==> src/rtl/dl_ram_writer_pkg.sv <==
// ============================================================================
// Module : dl_ram_writer_pkg
// Brief  : Shared state encoding and default widths for the download RAM writer.
// Rev    : 1.0
// ============================================================================
`default_nettype none

package dl_ram_writer_pkg;

    localparam int C_AW           = 25;
    localparam int C_DW           = 16;
    localparam int C_IDX_W        = 5;
    localparam int C_FIFO_DEPTH   = 4;
    localparam int C_GUARD_CYCLES = 8;

    typedef enum logic [1:0] {
        ST_IDLE  = 2'd0,
        ST_LOAD  = 2'd1,
        ST_FLUSH = 2'd2,
        ST_DONE  = 2'd3
    } state_t;

endpackage

`default_nettype wire

==> src/rtl/dl_wr_fifo.sv <==
// ============================================================================
// Module : dl_wr_fifo
// Brief  : Synchronous FIFO with pop-before-push on full and next-head lookahead.
// Rev    : 1.0
// ============================================================================
`default_nettype none

module dl_wr_fifo #(
    parameter int WIDTH = 41,
    parameter int DEPTH = 4
) (
    input  logic             clk,
    input  logic             reset,
    input  logic             push,
    input  logic [WIDTH-1:0] din,
    input  logic             pop,
    output logic             full,
    output logic             empty,
    output logic             push_ok,
    output logic             empty_nxt,
    output logic [WIDTH-1:0] head_nxt
);

    localparam int            PW          = (DEPTH > 1) ? $clog2(DEPTH) : 1;
    localparam logic [PW:0]   C_PTR_ONE   = (PW+1)'(1);

    logic [WIDTH-1:0] r_mem [DEPTH];
    logic [PW:0]      r_wr_ptr;
    logic [PW:0]      r_rd_ptr;
    logic [PW:0]      w_wr_nxt;
    logic [PW:0]      w_rd_nxt;
    logic             w_pop_ok;

    assign full     = (r_wr_ptr[PW] != r_rd_ptr[PW]) &&
                      (r_wr_ptr[PW-1:0] == r_rd_ptr[PW-1:0]);
    assign empty    = (r_wr_ptr == r_rd_ptr);
    assign w_pop_ok = pop && !empty;
    assign push_ok  = push && (!full || w_pop_ok);

    assign w_wr_nxt  = push_ok  ? r_wr_ptr + C_PTR_ONE : r_wr_ptr;
    assign w_rd_nxt  = w_pop_ok ? r_rd_ptr + C_PTR_ONE : r_rd_ptr;
    assign empty_nxt = (w_rd_nxt == w_wr_nxt);

    // If the FIFO drains to empty before this push, the new head is the word being written.
    assign head_nxt  = (push_ok && (w_rd_nxt == r_wr_ptr)) ? din : r_mem[w_rd_nxt[PW-1:0]];

    always_ff @(posedge clk) begin
        if (push_ok) begin
            r_mem[r_wr_ptr[PW-1:0]] <= din;
        end
    end

    always_ff @(posedge clk) begin
        if (reset) begin
            r_wr_ptr <= '0;
            r_rd_ptr <= '0;
        end else begin
            r_wr_ptr <= w_wr_nxt;
            r_rd_ptr <= w_rd_nxt;
        end
    end

endmodule

`default_nettype wire

==> src/rtl/dl_ram_writer.sv <==
// ============================================================================
// Module : dl_ram_writer
// Brief  : Buffers download word writes and replays them to SDRAM over req/ack.
// Rev    : 1.0
// ============================================================================
`default_nettype none

module dl_ram_writer
    import dl_ram_writer_pkg::*;
#(
    parameter int AW           = C_AW,
    parameter int DW           = C_DW,
    parameter int FIFO_DEPTH   = C_FIFO_DEPTH,
    parameter int GUARD_CYCLES = C_GUARD_CYCLES
) (
    input  logic               clk,
    input  logic               reset,
    input  logic               dl_downloading,
    input  logic [C_IDX_W-1:0] dl_index,
    input  logic               dl_wr,
    input  logic [AW-1:0]      dl_addr,
    input  logic [DW-1:0]      dl_data,
    output logic               ram_req,
    input  logic               ram_ack,
    output logic [AW-1:0]      ram_addr,
    output logic [DW-1:0]      ram_din,
    output logic               cpu_hold,
    output logic               done,
    output logic [C_IDX_W-1:0] done_index,
    output logic [AW-1:0]      done_words,
    output logic               overflow
);

    localparam int             GW           = (GUARD_CYCLES > 0) ? $clog2(GUARD_CYCLES + 1) : 1;
    localparam logic [GW-1:0]  C_GUARD_INIT = GW'(GUARD_CYCLES);
    localparam logic [GW-1:0]  C_GUARD_ONE  = GW'(1);
    localparam logic [AW-1:0]  C_WORD_ONE   = AW'(1);

    logic [1:0]         r_sync;
    logic               r_dls_prev;
    logic               w_dls;
    logic               w_rise;
    logic               w_fall;

    state_t             r_state;
    state_t             w_state_nxt;
    logic               w_start;
    logic               w_guard_load;
    logic               w_accept_en;

    logic [GW-1:0]      r_guard;
    logic [AW-1:0]      r_words;
    logic [C_IDX_W-1:0] r_index;
    logic [C_IDX_W-1:0] r_done_index;
    logic [AW-1:0]      r_done_words;
    logic               r_overflow;

    logic               r_ram_req;
    logic [AW-1:0]      r_ram_addr;
    logic [DW-1:0]      r_ram_din;

    logic               w_push_req;
    logic               w_pop;
    logic               w_full;
    logic               w_empty;
    logic               w_push_ok;
    logic               w_empty_nxt;
    logic [AW+DW-1:0]   w_head_nxt;

    assign w_dls      = r_sync[1];
    assign w_rise     = w_dls && !r_dls_prev;
    assign w_fall     = !w_dls && r_dls_prev;
    assign w_push_req = dl_wr && w_accept_en;
    assign w_pop      = r_ram_req && ram_ack;

    dl_wr_fifo #(
        .WIDTH (AW + DW),
        .DEPTH (FIFO_DEPTH)
    ) u_fifo (
        .clk       (clk),
        .reset     (reset),
        .push      (w_push_req),
        .din       ({dl_addr, dl_data}),
        .pop       (w_pop),
        .full      (w_full),
        .empty     (w_empty),
        .push_ok   (w_push_ok),
        .empty_nxt (w_empty_nxt),
        .head_nxt  (w_head_nxt)
    );

    always_comb begin
        w_state_nxt  = r_state;
        w_start      = 1'b0;
        w_guard_load = 1'b0;
        w_accept_en  = 1'b0;
        case (r_state)
            ST_IDLE: begin
                if (w_rise) begin
                    w_state_nxt = ST_LOAD;
                    w_start     = 1'b1;
                end
            end
            ST_LOAD: begin
                w_accept_en = 1'b1;
                if (w_fall) begin
                    w_state_nxt  = ST_FLUSH;
                    w_guard_load = 1'b1;
                end
            end
            ST_FLUSH: begin
                w_accept_en = 1'b1;
                if (w_rise) begin
                    w_state_nxt = ST_LOAD;
                    w_start     = 1'b1;
                // A write in this very cycle would otherwise land after the done report.
                end else if ((r_guard == '0) && w_empty && !r_ram_req && !dl_wr) begin
                    w_state_nxt = ST_DONE;
                end
            end
            ST_DONE: begin
                w_state_nxt = ST_IDLE;
            end
            default: begin
                w_state_nxt = ST_IDLE;
            end
        endcase
    end

    always_ff @(posedge clk) begin
        if (reset) begin
            r_sync       <= '0;
            r_dls_prev   <= 1'b0;
            r_state      <= ST_IDLE;
            r_guard      <= '0;
            r_words      <= '0;
            r_index      <= '0;
            r_done_index <= '0;
            r_done_words <= '0;
            r_overflow   <= 1'b0;
        end else begin
            r_sync     <= {r_sync[0], dl_downloading};
            r_dls_prev <= w_dls;
            r_state    <= w_state_nxt;

            if (w_guard_load) begin
                r_guard <= C_GUARD_INIT;
            end else if (r_guard != '0) begin
                r_guard <= r_guard - C_GUARD_ONE;
            end

            if (w_start) begin
                r_words <= '0;
                r_index <= dl_index;
            end else if (w_push_ok && (r_words != '1)) begin
                r_words <= r_words + C_WORD_ONE;
            end

            if (w_start) begin
                r_overflow <= 1'b0;
            end else if (w_push_req && w_full && !w_pop) begin
                r_overflow <= 1'b1;
            end

            if (w_state_nxt == ST_DONE) begin
                r_done_index <= r_index;
                r_done_words <= r_words;
            end
        end
    end

    // RAM port registers are loaded from the FIFO's next head so a push shows up one cycle later.
    always_ff @(posedge clk) begin
        if (reset) begin
            r_ram_req  <= 1'b0;
            r_ram_addr <= '0;
            r_ram_din  <= '0;
        end else begin
            r_ram_req <= !w_empty_nxt;
            if (!w_empty_nxt) begin
                {r_ram_addr, r_ram_din} <= w_head_nxt;
            end
        end
    end

    assign ram_req    = r_ram_req;
    assign ram_addr   = r_ram_addr;
    assign ram_din    = r_ram_din;
    assign cpu_hold   = (r_state != ST_IDLE);
    assign done       = (r_state == ST_DONE);
    assign done_index = r_done_index;
    assign done_words = r_done_words;
    assign overflow   = r_overflow;

endmodule

`default_nettype wire
==> config.mk <==
export PLATFORM = sky130hd
export DESIGN_NAME = dl_ram_writer
export DESIGN_NICKNAME = d
export VERILOG_FILES = /design/src/rtl/dl_ram_writer_pkg.sv /design/src/rtl/dl_wr_fifo.sv /design/src/rtl/dl_ram_writer.sv
export SDC_FILE = /design/constraint.sdc
export NUM_CORES = 1
export LEC_CHECK = 0
export BUFFER_PORTS_ARGS = -buffer_cell sky130_fd_sc_hd__buf_2
export CELL_PAD_IN_SITES_DETAIL_PLACEMENT = 0
export CELL_PAD_IN_SITES_GLOBAL_PLACEMENT = 1
export CORE_UTILIZATION = 47
export CTS_CLUSTER_SIZE = 10
export DETAILED_ROUTE_END_ITERATION = 8
export PLACE_DENSITY = 0.78
export SYNTH_ARGS = -nofsm -noshare
export SYNTH_HDL_FRONTEND = slang
export SYNTH_HIERARCHICAL = 1
export SYNTH_SLANG_ARGS = --single-unit
==> constraint.sdc <==
create_clock -name clk -period 5.03 [get_ports clk]
set_input_delay 1.509 -clock clk [delete_from_list [all_inputs] [get_ports clk]]
set_output_delay 1.509 -clock clk [all_outputs]
set_load 0.02 [all_outputs]
==> flow_metrics.tcl <==
set metrics [dict create \
    overflow 0 \
    ys_ff_latch 282 \
    postCtsHoldBufs 0 \
    fill_cells 2216 \
    seq_area_um2 7290 \
    antenna_found_initial 3 \
    gr-usage-all-layers_pct 21.9 \
    syn_avg_cell_area_um2 11.3 \
    wl_per_cell_um 19.5 \
    die_h_um 166 \
    multiInputGateArea_um2 4940 \
    skew_ns 0.0184 \
    hpwl_mm 17.4 \
    crit_fanout 31 \
    critPathKind "input pin to flip-flop" \
    cpPeakStageDelay_ns 0.72 \
    cts_made_buffers 34 \
    yosys.area.top_type "edfxtp_1" \
    violations "design-rule violations" \
    ir_drop_uv 264 \
    first_pass_iters 8 \
    crit_family "compound AO/OA/AOI/OAI gates" \
    powerDensity_nw_per_um2 348 \
    tightestPinTransition_ns 0.928 \
    grt_pass1_wl_mm 48.4 \
    fin_area_um2 14600 \
    cp_num_buf_inv 3 \
    arrival_ns 4.07 \
    crit_slowest_cell "o41a_1" \
    crit_start "ram_ack" \
    synth_cells 1114 \
    synthTopCellsByArea "edfxtp_1 39%, dfxtp_1 19%, a211oi_1 4.9%" \
    synth_top_area_share_pct 39.0 \
    ant_nets 0 \
    drtIter0Drc 668 \
    synth.net_count 1178 \
    io_buffers 125 \
    cts-root-buf "clkbuf_16" \
    dpl_cell_area_um2 13500 \
    hold_depth 1 \
    syn_to_final_growth_pct 15.3 \
    fin_nets 1265 \
    worst_r2r_startpoint "u_fifo/r_wr_ptr[0]" \
    rsz0062_at_grt "no" \
    vias 9323 \
    hold_viol_final 0 \
    r2r-end "ram_addr[1]" \
    status "complete, but fails checks" \
    path_cells "buf_2, nand2_1, inv_1, o41a_1, or4_1, a21oi_4, buf_12, mux2i_1, nor2_1" \
    maxSlewViolCount 0 \
    critical_path_required_ns 5.40 \
    dieArea_um2 27500 \
    cts_buffer_depth 3 \
    rrSetupSlack_ns 1.73 \
    p_total_mw 5.06 \
    max-slew-margin-rel_pct 38.1 \
    finalCritPeriodShare_pct 73.4 \
    min_to "r_sync[1]" \
    fmax_ghz 0.271 \
    postCtsSetupBuffers 0 \
    cts.repair.resized 0 \
    rr_worst_depth 8 \
    rows 59 \
    final-setup-viol-count 0 \
    ys_warn_count 6 \
    htreeDepth 2 \
    start_util_pct 48.2 \
    power_leakage_nw 5.44 \
    gp_congestion 0.855 \
    clkSinkCount 282 \
    routed_wl_mm 30.4 \
    layout.cells.non_filler 1560 \
    coreArea_um2 26200 \
    seq_area_frac_synth_pct 57.7 \
    drc 9 \
    insertion_delay_ns 0.52 \
    yosys.cell_types.count 67 \
    hp-class "flip-flop to flip-flop" \
    synth_edf_count 164 \
    hp-start "r_sync[0]" \
    post_drt_via_cell_ratio 5.98 \
    die_x_um 166 \
    tns_ns 0 \
    cp-end-kind "flip-flop" \
    clk_pin_slew_ns 0.06 \
    post-route-util_pct 55.5 \
    grt_pass1_vias 9015 \
    period_needed_ns 3.69 \
    final_layout_size_suffix_gt1_share_pct 17.2 \
    ioPinCount 126 \
    cp_num_cells 9 \
    async_reset_ff_share_pct 0 \
    numPlacedInstances 1500 \
    grt_start_max_net_pins 81 \
    ys.flop_type "edfxtp_1" \
    netlist_area_um2 12600 \
    maxCapViolations 0 \
    cts_tree "built" \
    cp-start-kind "input pin" \
]
==> through the flow <==
stage	setup WS (ns)	hold slack (ns)
finish	1.34	0.431
global route	1.19	0.455
CTS	1.36	0.437
detailed placement	0.822	0.427
global placement	0.858	0.432
floorplan	0.817	0.414
==> how the worst max path moves through the flow <==
stage                     slack, ns            to
after floorplan                0.82  ram_addr[10]
after global placement         0.86   ram_din[14]
after detailed placement       0.82   ram_din[14]
after CTS                      1.36   ram_din[14]
after global routing           1.19   ram_addr[2]
final                          1.34   ram_addr[1]
==> Yosys cell counts (5+ instances only) <==
cell,n
a211oi_1,82
a21oi_1,23
a32oi_1,31
and2_1,7
and3_1,85
buf_1,11
buf_6,10
clkbuf_1,72
dfxtp_1,118
edfxtp_1,164
ha_1,13
inv_1,10
mux2i_1,49
nand2_1,53
nand3_1,82
nand4_1,8
nand4b_1,30
nor2_1,75
nor2b_1,6
nor3_1,5
nor3b_1,30
o21ai_0,8
o21ai_1,5
o31ai_1,44
or3_1,10
or4_1,5
xnor2_1,15
==> registers in the layout, summed over array words and instances, names as in the netlist <==
signal	cells
r_guard	4
ram_req	1
ram_din	16
r_dls_prev	1
r_sync	2
r_index	5
u_fifo/r_wr_ptr	3
done_index	5
r_state	2
ram_addr	25
u_fifo/r_mem	164
u_fifo/r_rd_ptr	3
done_words	25
overflow	1
r_words	25
==> placed cells by master, fill, tap and decap left out, types with 6 or more instances in the layout <==
| master | instances |
|---|---|
| nor3b_1 | 30 |
| nand4b_1 | 30 |
| ha_1 | 13 |
| o31ai_1 | 44 |
| nor2_1 | 74 |
| or3_1 | 10 |
| nand3_1 | 82 |
| edfxtp_1 | 164 |
| buf_2 | 124 |
| dfxtp_1 | 118 |
| inv_1 | 10 |
| buf_4 | 20 |
| o21ai_0 | 8 |
| mux2i_1 | 49 |
| and3_1 | 85 |
| a32oi_1 | 31 |
| clkbuf_16 | 34 |
| a21oi_1 | 21 |
| a211oi_1 | 82 |
| nand2_1 | 52 |
| nand4_1 | 8 |
| clkbuf_1 | 20 |
| nor2b_1 | 6 |
| xnor2_1 | 15 |
==> logic make-up after synthesis <==
group | synth area share [%]
multiplexers | 3.97
XOR/XNOR | 1.38
adder cells (fa/ha/maj) | 1.29
AND/OR/NAND/NOR | 18.7
buffers and inverters | 3.84
flip-flops | 57.7
AO/OA/AOI/OAI | 13.1
==> per-layer routing <==
| metal | global-route usage (%) | part of all wire [%] | up-vias |
|---|---|---|---|
| met5 | 0 | 0.059 | - |
| met4 | 6.10 | 1.3 | 4 |
| met3 | 4.17 | 6.2 | 35 |
| met2 | 37.0 | 48 | 293 |
| met1 | 28.7 | 45 | 4536 |
| li1 | - | - | 4455 |
==> final cells by class <==
type                    instances  share of cell area (%)
repair buffers                148                    5.85
inverters                      11                   0.284
multi-input cells             724                    34.0
flip-flops and latches        282                    50.1
well taps                     335                    2.88
clock buffers                  56                    6.55
clock inverters                 3                   0.404
diodes                          1                  0.0172
==> where the power goes <==
group	internal (mW)	switching (mW)
clock	1.31	0.919
combinational	0.120	0.203
sequential	2.48	0.0260
Power figures use the tool's default switching activity.
